===== src/rtl/adder_pkg.sv =====
// Shared constants and types for the adder library.
package adder_pkg;

    localparam int unsigned ADDER_WIDTH = 16;

    localparam logic [ADDER_WIDTH:1] SUM_RST = '0;

    typedef struct packed {
        logic                   cout;
        logic [ADDER_WIDTH:1]   sum;
    } add_result_t;

endpackage


===== src/rtl/full_adder.sv =====
// One-bit combinational full adder; the ripple stage of bit16_adder.
module full_adder (
    input  logic a,
    input  logic b,
    input  logic cin,
    output logic sum,
    output logic cout
);

    always_comb begin
        sum  = a ^ b ^ cin;
        cout = (a & b) | (a & cin) | (b & cin);
    end

endmodule


===== src/rtl/bit16_adder.sv =====
// Registered 16-bit ripple-carry adder: {cout, sum} = a + b + cin, one cycle latency.
module bit16_adder
    import adder_pkg::*;
(
    input  logic                   clk,
    input  logic                   rst_n,
    input  logic [ADDER_WIDTH:1]   a,
    input  logic [ADDER_WIDTH:1]   b,
    input  logic                   cin,
    output logic [ADDER_WIDTH:1]   sum,
    output logic                   cout
);

    logic [ADDER_WIDTH:0] carry;
    logic [ADDER_WIDTH:1] sum_comb;
    add_result_t          res_d;
    logic [ADDER_WIDTH:1] sum_q;
    logic                 cout_q;

    assign carry[0] = cin;

    // carry[i] is the carry out of stage i; bit numbering starts at 1.
    for (genvar i = 1; i <= ADDER_WIDTH; i++) begin : g_fa
        full_adder u_fa (
            .a    (a[i]),
            .b    (b[i]),
            .cin  (carry[i-1]),
            .sum  (sum_comb[i]),
            .cout (carry[i])
        );
    end

    always_comb begin
        res_d.sum  = sum_comb;
        res_d.cout = carry[ADDER_WIDTH];
    end

    always_ff @(posedge clk or negedge rst_n) begin
        if (!rst_n) begin
            sum_q  <= SUM_RST;
            cout_q <= 1'b0;
        end else begin
            sum_q  <= res_d.sum;
            cout_q <= res_d.cout;
        end
    end

    assign sum  = sum_q;
    assign cout = cout_q;

endmodule


===== config.mk =====
export PLATFORM = sky130hd
export DESIGN_NAME = bit16_adder
export DESIGN_NICKNAME = d
export VERILOG_FILES = /design/src/rtl/adder_pkg.sv /design/src/rtl/full_adder.sv /design/src/rtl/bit16_adder.sv
export SDC_FILE = /design/constraint.sdc
export NUM_CORES = 1
export LEC_CHECK = 0
export CAP_MARGIN = 20
export CELL_PAD_IN_SITES_DETAIL_PLACEMENT = 1
export CELL_PAD_IN_SITES_GLOBAL_PLACEMENT = 1
export CORE_ASPECT_RATIO = 0.5
export CORE_MARGIN = 5
export CORE_UTILIZATION = 26
export DETAILED_ROUTE_END_ITERATION = 10
export GPL_TIMING_DRIVEN = 0
export PLACE_DENSITY_LB_ADDON = 0.3
export SKIP_CTS_REPAIR_TIMING = 1
export SLEW_MARGIN = 0
export SYNTH_ARGS = -nofsm -noshare
export SYNTH_HDL_FRONTEND = slang
export SYNTH_HIERARCHICAL = 1
export SYNTH_SLANG_ARGS = --single-unit

===== constraint.sdc =====
create_clock -name clk -period 0.8 [get_ports clk]
set_input_delay 0.08 -clock clk [delete_from_list [all_inputs] [get_ports clk]]
set_output_delay 0.08 -clock clk [all_outputs]
set_load 0.01 [all_outputs]

==> results.py <==
metrics = {
    "power": {
        "irDropWorstVdd_v": 0.0009530,
        "power.switching_w": 0.0006106,
        "clock_power_share_pct": 25.9,
        "swShare_pct": 25.91,
        "seq_power_share_pct": 45.3,
        "leakagePower_nw": 0.5502,
        "p_int_w": 0.001746,
        "p_comb_share_pct": 28.8,
        "total_power_w": 0.002357,
        "power.density_nw_per_um2": 1806,
    },
    "timing": {
        "fmax_mhz": 172.4,
        "worst_slack_ns": -5.001,
        "setup_viol": 33,
        "maxSlewViolCount": 0,
        "rsz0062_at_grt": "true",
        "worstMarginPinSlew_ns": 0.7377,
        "slew_headroom_pct": 50.74,
        "fin_crit_ns": 5.801,
        "hold_violations": 17,
        "fin_crit_sh_pct": 725.2,
        "hold_slack_ns": -0.1160,
    },
    "final_layout": {
        "antenna_cells": 0,
        "fin_util_pct": 48.92,
        "nets": 140,
        "multiInputGateArea_um2": 360.3,
        "fill_cells": 278,
        "final_cell_mix": "clkdlybuf4s50_1, dfrtp_1, fa_2, clkbuf_2",
        "syn_to_final_growth_pct": 75.00,
        "seq_area_um2": 425.4,
        "drive_above_1_share_pct": 44.32,
        "layout_commonest_cell": "clkdlybuf4s50_1",
    },
    "placed_design": {
        "io_buffers": 51,
        "gp_congestion": 0.6699,
        "pre_cts_ws_ns": -5.645,
        "hpwl_um": 1656,
    },
    "run": {
        "drv_cap": 0,
    },
    "clock_tree": {
        "clk_pin_slew_ns": 0.06,
        "cts.sinks": 17,
        "cts_tree": "built",
        "root_buffer": "clkbuf_8",
        "htree_levels": 1,
        "clk_path_buf_depth": 2,
        "cts-buffers-inserted": 3,
    },
    "worst_setup_path": {
        "crit_chain": "buf_6 > fa_2 > fa_2 > fa_2 > fa_2 > fa_2 > fa_2 > fa_2 > fa_2 > fa_2 > fa_2 > fa_2 > fa_2 > fa_2 > fa_2 > fa_2 > fa_2",
        "arrival_ns": 5.98,
        "cp-end-kind": "register",
        "path_class": "primary input to register",
        "crit_family": "adder cells",
        "cp.depth": 17,
        "crit_required_ns": 0.98,
        "cp_common_cell": "fa_2",
        "critPathLaunchType": "primary input",
        "slowest_delay_ns": 0.53,
        "crit_buf_inv": 1,
        "crit_fanout": 1,
        "cp_slowest_cell": "fa_2",
    },
    "floorplanning": {
        "core-area_um2": 2668,
        "initial_core_util_pct": 27.95,
        "rows": 13,
        "fp.dieW_um": 85.74,
        "die_y_um": 47.87,
        "top_level_ports": 52,
        "die_area_um2": 4104,
    },
    "synth": {
        "syn_area_per_cell_um2": 22.60,
        "synth_top_cell_by_area": "dfrtp_1",
        "ys_seq_elements": 17,
        "synth_cell_type_count": 2,
        "synth_area_leaders": "dfrtp_1, fa_1",
        "synth-xor-area-share_pct": 0,
        "synthAdderAreaFrac_pct": 42.95,
        "synth_mux_area_share_pct": 0,
        "synth_area_um2": 745.7,
        "yosysSeqAreaShare_pct": 57.05,
        "synthCells": 33,
        "syn-num-nets": 84,
        "synth_top_family_by_area": "adder cells",
        "synth-simple-area-share_pct": 0,
        "synth_compound_area_share_pct": 0,
        "ys_warn_count": 6,
        "synth_top_area_share_pct": 57.05,
    },
    "global_route": {
        "grt_max_degree": 18,
        "grt_pass1_wl_um": 2946,
        "antenna_found_initial": 0,
        "track_usage_pct": 9.891,
        "grt.overflow.total": 0,
        "grt_pass1_vias": 628,
    },
    "detailed_routing": {
        "drtAntennaViolNets": 0,
        "firstDrtPassIters": 2,
        "wl_um": 1789,
        "vias_per_cell": 3.888,
        "drt_iter0_drc": 3,
        "routedWlPerCell_um": 14.31,
        "drc": 0,
        "num_vias": 486,
    },
    "worst_hold_path": {
        "hp-class": "primary input to asynchronous set/reset pin",
    },
    "outcome": {
        "outcome": "finished, violations left",
        "failed_checks": "hold timing, setup timing",
    },
}
-- cells by family after synthesis --
| family | count (synthesis) |
|---|---|
| flops | 17 |
| fa+ha+maj | 16 |
-- synthesized netlist by cell type --
cell type / instances
fa_1: 16
dfrtp_1: 17
-- metrics by stage --
step / instances / cell area (µm²) / hold slack [ns] / TNS (ns)
detailed placement: 121 / 1340 / 0.5840 / -61.30
global route: 125 / 1305 / -0.03918 / -44.72
global placement: 121 / 1340 / 0.5517 / -58.94
CTS: 125 / 1385 / 0.3127 / -56.89
floorplan: 33 / 783.3 / -0.2156 / -44.34
finish: 125 / 1305 / -0.1160 / -43.38
-- final timing paths --
path	slack (ns)	end	from
setup / recovery	-5.00	sum[16]	a[1]
hold / removal	-0.12	sum[8]	rst_n
max in group asynchronous	0.45	sum[9]	rst_n
min in group clk	0.13	sum[1]	a[1]
-- power groups by stage --
| stage | clock, W | sequential (W) | combinational (W) |
|---|---|---|---|
| final | 0.000610 | 0.00107 | 0.000679 |
| after global routing | 0.000682 | 0.00108 | 0.000758 |
| after CTS | 0.000641 | 0.00107 | 0.000862 |
| after detailed placement | 0 | 0.00109 | 0.000862 |
| after global placement | 0 | 0.00108 | 0.000811 |
| after floorplan | 0 | 0.00117 | 0.000136 |
-- sequential cells by signal, indices dropped and copies added (netlist names) --
name / cells
cout: 1
sum: 16
-- final cells by class --
class	instances	area share, %
clock buffers	4	3.452
repair buffers	51	32.79
multi-input cells	16	27.61
well taps	37	3.547
flip-flops and latches	17	32.60
-- layer usage --
layer,wire length (µm),share of wire (%),global-route usage (%),up-vias
li1,-,-,-,208
met1,505,28,8.896,255
met2,1140,64,20.99,19
met3,118,6.6,4.124,4
met4,25,1.4,3.470,0
met5,0,0,0,-
Note: power is estimated with default switching activity, not from simulation.
